## src/rtl/d_branch_resolve.sv

```systemverilog
// rtl/d_branch_resolve.sv - decode-stage branch/jump resolution with registered PC redirect and jal link
// Optional statistic counters are built when D_BRANCH_STATS_EN is defined.
module d_branch_resolve #(
  parameter int DW     = 32,
  parameter int STAT_W = 16
) (
  input  logic              i_clk,
  input  logic              i_rst,
  input  logic              i_valid,
  input  logic [2:0]        i_con_bop,
  input  logic [1:0]        i_con_jump,
  input  logic              i_con_aluPC4,
  input  logic [DW-1:0]     i_rs_data,
  input  logic [DW-1:0]     i_rt_data,
  input  logic              i_operand_ready,
  input  logic              i_stall_ex,
  input  logic [DW-1:0]     i_pc4,
  input  logic [15:0]       i_imm,
  input  logic [25:0]       i_target,
  output logic              o_redirect,
  output logic [DW-1:0]     o_pc_target,
  output logic              o_flush_if,
  output logic              o_stall_d,
  output logic              o_link_valid,
  output logic [DW-1:0]     o_link_addr,
  output logic [STAT_W-1:0] o_stat_taken,
  output logic [STAT_W-1:0] o_stat_total
);

  typedef enum logic [1:0] {
    IDLE     = 2'd0,
    WAIT_OPS = 2'd1,
    REDIRECT = 2'd2
  } state_t;

  state_t state;

  logic          is_j, is_jr, is_br, is_jal;
  logic          transfer, need_rs, resolvable, resolve;
  logic          cond, take;
  logic          rs_neg, rs_zero;
  logic [DW-1:0] br_off, br_target, j_target, next_target, link_addr;

  always_comb begin
    is_j    = (i_con_jump == 2'b01);
    is_jr   = (i_con_jump == 2'b10);
    // a real jump code overrides whatever the bop field carries
    is_br   = !is_j && !is_jr && (i_con_bop != 3'b000) && (i_con_bop != 3'b111);
    is_jal  = is_j && i_con_aluPC4;
    transfer = i_valid && (is_j || is_jr || is_br);
    need_rs  = is_jr || is_br;
    resolvable = (!need_rs || i_operand_ready) && !i_stall_ex;
    resolve  = transfer && resolvable && (state != REDIRECT);

    rs_neg  = i_rs_data[DW-1];
    rs_zero = (i_rs_data == '0);
    cond = 1'b0;
    case (i_con_bop)
      3'b001:  cond = (i_rs_data == i_rt_data);
      3'b010:  cond = (i_rs_data != i_rt_data);
      3'b011:  cond = rs_neg || rs_zero;
      3'b100:  cond = !rs_neg && !rs_zero;
      3'b101:  cond = rs_neg;
      3'b110:  cond = !rs_neg;
      default: cond = 1'b0;
    endcase
    take = is_j || is_jr || (is_br && cond);

    br_off    = {{(DW-18){i_imm[15]}}, i_imm, 2'b00};
    br_target = i_pc4 + br_off;
    j_target  = {i_pc4[DW-1:DW-4], i_target, 2'b00};
    link_addr = i_pc4 + {{(DW-3){1'b0}}, 3'd4};
    next_target = br_target;
    if (is_j)
      next_target = j_target;
    else if (is_jr)
      next_target = i_rs_data;

    // the flushed instruction sitting in D during REDIRECT must not stall
    o_stall_d = !i_rst && transfer && !resolvable && (state != REDIRECT);
  end

  always_ff @(posedge i_clk) begin
    if (i_rst) begin
      state        <= IDLE;
      o_redirect   <= 1'b0;
      o_flush_if   <= 1'b0;
      o_link_valid <= 1'b0;
      o_pc_target  <= '0;
      o_link_addr  <= '0;
    end else begin
      o_redirect   <= 1'b0;
      o_flush_if   <= 1'b0;
      o_link_valid <= 1'b0;
      case (state)
        IDLE, WAIT_OPS: begin
          if (resolve) begin
            if (take) begin
              state       <= REDIRECT;
              o_redirect  <= 1'b1;
              o_flush_if  <= 1'b1;
              o_pc_target <= next_target;
              if (is_jal) begin
                o_link_valid <= 1'b1;
                o_link_addr  <= link_addr;
              end
            end else begin
              state <= IDLE;
            end
          end else if (transfer) begin
            state <= WAIT_OPS;
          end else begin
            state <= IDLE;
          end
        end
        REDIRECT: state <= IDLE;
        default:  state <= IDLE;
      endcase
    end
  end

`ifdef D_BRANCH_STATS_EN
  logic [STAT_W-1:0] stat_taken_q, stat_total_q;

  always_ff @(posedge i_clk) begin
    if (i_rst) begin
      stat_taken_q <= '0;
      stat_total_q <= '0;
    end else if (resolve) begin
      if (!(&stat_total_q))
        stat_total_q <= stat_total_q + 1'b1;
      if (take && !(&stat_taken_q))
        stat_taken_q <= stat_taken_q + 1'b1;
    end
  end

  assign o_stat_taken = stat_taken_q;
  assign o_stat_total = stat_total_q;
`else
  assign o_stat_taken = '0;
  assign o_stat_total = '0;
`endif

endmodule

```

## config.mk

```make
export PLATFORM = sky130hd
export DESIGN_NAME = d_branch_resolve
export DESIGN_NICKNAME = d
export VERILOG_FILES = /design/src/rtl/d_branch_resolve.sv
export SDC_FILE = /design/constraint.sdc
export NUM_CORES = 1
export LEC_CHECK = 0
export BUFFER_PORTS_ARGS = -buffer_cell sky130_fd_sc_hd__buf_2
export CORE_MARGIN = 4
export CORE_UTILIZATION = 40
export CTS_BUF_LIST = sky130_fd_sc_hd__clkbuf_8
export DETAILED_ROUTE_END_ITERATION = 10
export GPL_ROUTABILITY_DRIVEN = 0
export PLACE_DENSITY = 0.69
export SKIP_LAST_GASP = 1
export SLEW_MARGIN = 20
export SYNTH_ARGS = -nofsm -noshare
export SYNTH_HDL_FRONTEND = slang
export SYNTH_SLANG_ARGS = --single-unit
```

## constraint.sdc

```tcl
create_clock -name i_clk -period 4.3 [get_ports i_clk]
set_clock_uncertainty 0.05 [all_clocks]
set_input_delay 0.215 -clock i_clk [delete_from_list [all_inputs] [get_ports i_clk]]
set_output_delay 0.215 -clock i_clk [all_outputs]
set_load 0.03 [all_outputs]
```

==> results.toml <==
[outcome]
status = "complete, no violations"

[clocking]
root_buffer = "clkbuf_8"
postCtsSetupBuffers = 0
cts_resized = 0
clock-sinks = 67
clk_pin_slew_ns = 0.07
htreeDepth = 3
cts_tree = "done"
hold_buffers = 0
numCtsBuffers = 9
clock_path_buffers = 2
insertion_delay_ns = 0.37

[finish]
post-route-util = 0.5023
final_cell_area_mm2 = 0.006973
drive_above_1_share = 0.2637
areaGrowthSynthToFinish_pct = 23.24
nets = 1125

[worst_setup_path]
crit_required_ns = 4.49
path_class = "in2reg"
cp_slowest_stage_delay_ns = 0.65
crit_fanout = 39
cp_cell_sequence = "buf_2 -> xor2_1 -> nor4_1 -> nand4_1 -> o31ai_2 -> mux2i_1 -> o31ai_4 -> nor2_4 -> buf_12 -> mux2i_1 -> nor2_1"
cp_common_cell = "mux2i_1"
startpoint_type = "input pin"
end_kind = "flip-flop"
critPathSlowestCell = "nor4_1"
arrival_ns = 3.31

[synthesis]
synth_top_cell_by_area = "dfxtp_1"
synth.avg_cell_area_um2 = 7.605
netlist_top_cells_area = "dfxtp_1, xor2_1, ha_1, a21oi_1, nor2_1"
synth_compound_area_frac = 0.2437
synth.distinct_cells = 57
synth-async-reset-ratio = 0
synth_edf_count = 0
seq_area_frac_synth = 0.2371
synth_top_area_frac = 0.2371
synth_xor_area_frac = 0.1285
ys_warn_count = 0
ys.flop_type = "dfxtp_1"
ys_seq_elements = 67
synth_top_family_by_area = "compound AO/OA/AOI/OAI gates"
syn_area_mm2 = 0.005658
synthSimpleGateAreaFrac = 0.2023
synthTopCellsByCount = "nor2_1, a21oi_1, dfxtp_1, nand2_1, xor2_1"
synthCells = 744
synth_most_common_cell = "nor2_1"
synthAdderAreaFrac = 0.07430
synth.area.mux_share = 0.03251

[floorplanning]
start_util = 0.4076
die_y_um = 126.9
die_w_um = 126.9
io_pins = 249
die_area_mm2 = 0.01611
core.rowCount = 43
coreArea_mm2 = 0.01388

[global_route]
antenna_found_initial = 0
grt-ovfl-total = 0
grt_pass1_wl_mm = 29.79
first_global_vias = 5694
grt_usage = 0.2316
grt_max_degree = 51

[pwr]
powerDensity_mw_per_mm2 = 270.1
leakage_nw = 3.147
vdd_drop_max_v = 0.0001198

[sta]
setup_tns_ns = 0
setup_viol = 0
fin_crit_ns = 3.117
final-hold-violation-count = 0
whs_ns = 0.03370
finalMaxSlewViolations = 0
rsz0062_at_grt = "false"
fmax_mhz = 320.8
min_period_over_period = 0.7250
setup_ws_ns = 1.183
tightest_slew_ns = 0.7518
slew_headroom = 0.4988

[route]
drt_pre_antenna_iters = 7
drtIter0Drc = 338
routed_wl_mm = 19.15
vias = 6017
routed_via_density = 5.325
ant_nets = 0
wl_per_cell_um = 16.95
drc = 0

[hold_path]
hp-class = "in2reg"

[placed_design]
dpl.hpwl_mm = 15.40
placed_area_mm2 = 0.006763
port_buffers = 216
pre_cts_ws_ns = 0.8084

[run]
maxCapViolations = 0
-- power by group --
part	internal (mW)	leakage, nW	total (mW)	switching, mW
clock network	0.296	0.108	0.560	0.263
registers	0.642	0.542	0.652	0.0107
logic	0.251	2.50	0.671	0.420
-- area by class of cell --
type / instances / area, um2
diodes: 2 / 5.005
clock buffers: 11 / 151.4
clock inverters: 5 / 53.80
fillers: 1450 / 6908
inverters: 20 / 75.07
multi-input cells: 623 / 3983
flip-flops and latches: 67 / 1341
well taps: 180 / 225.2
repair buffers: 222 / 1139
-- layer usage --
metal,wire length [um],GRT usage
met1,8365,0.2964
met2,9063,0.3876
met3,1379,0.05684
met4,342,0.06498
met5,0,0
-- worst paths after layout --
check | cells past startpoint | end | startpoint | slack, ns
worst min-delay path | 2 | o_link_addr[2] | i_pc4[2] | 0.03
worst max-delay path | 11 | o_link_addr[3] | i_rs_data[25] | 1.18
worst max register to register | 6 | o_link_addr[3] | o_flush_if | 2.11
worst min register to register | 2 | o_pc_target[23] | o_pc_target[23] | 0.41
-- layout by cell type, fill, tap and decap left out, types with 17 or more instances in the layout --
cell type | synthesis | layout
a211oi_1 | 35 | 35
xor2_1 | 49 | 49
o211ai_1 | 18 | 18
xnor2_1 | 34 | 34
nor4_1 | 17 | 17
buf_2 | 6 | 216
nor2_1 | 86 | 86
ha_1 | 32 | 31
o21ai_0 | 29 | 29
nand2_1 | 66 | 66
conb_1 | 1 | 32
a21oi_1 | 68 | 68
dfxtp_1 | 67 | 67
inv_1 | 17 | 19
nand3_1 | 23 | 23
-- through the flow --
step                      power (mW)  cells
after floorplan                1.128    775
after global placement         1.331   1112
after detailed placement       1.332   1112
after CTS                      1.894   1128
after global routing           1.985   1128
final                          1.883   1130
-- state kept, by name (all words and copies together) (netlist names) --
signal	flops
o_flush_if	1
o_link_addr	32
o_link_valid	1
o_pc_target	32
state	1
-- worst max-delay path, delay by kind of cell --
| kind | cells | cell delay (ns) |
|---|---|---|
| AND/OR/NAND/NOR | 4 | 1.47 |
| multiplexers | 2 | 0.53 |
| AO/OA/AOI/OAI | 2 | 0.49 |
| buffers and inverters | 2 | 0.40 |
| XOR/XNOR | 1 | 0.20 |
-- logic make-up after synthesis --
group / count (synthesis)
compound gates: 207
xor+xnor: 83
fa+ha+maj: 33
buf+inv: 85
flops: 67
mux: 18
other cells: 1
simple gates: 250
Power figures use the tool's default switching activity.
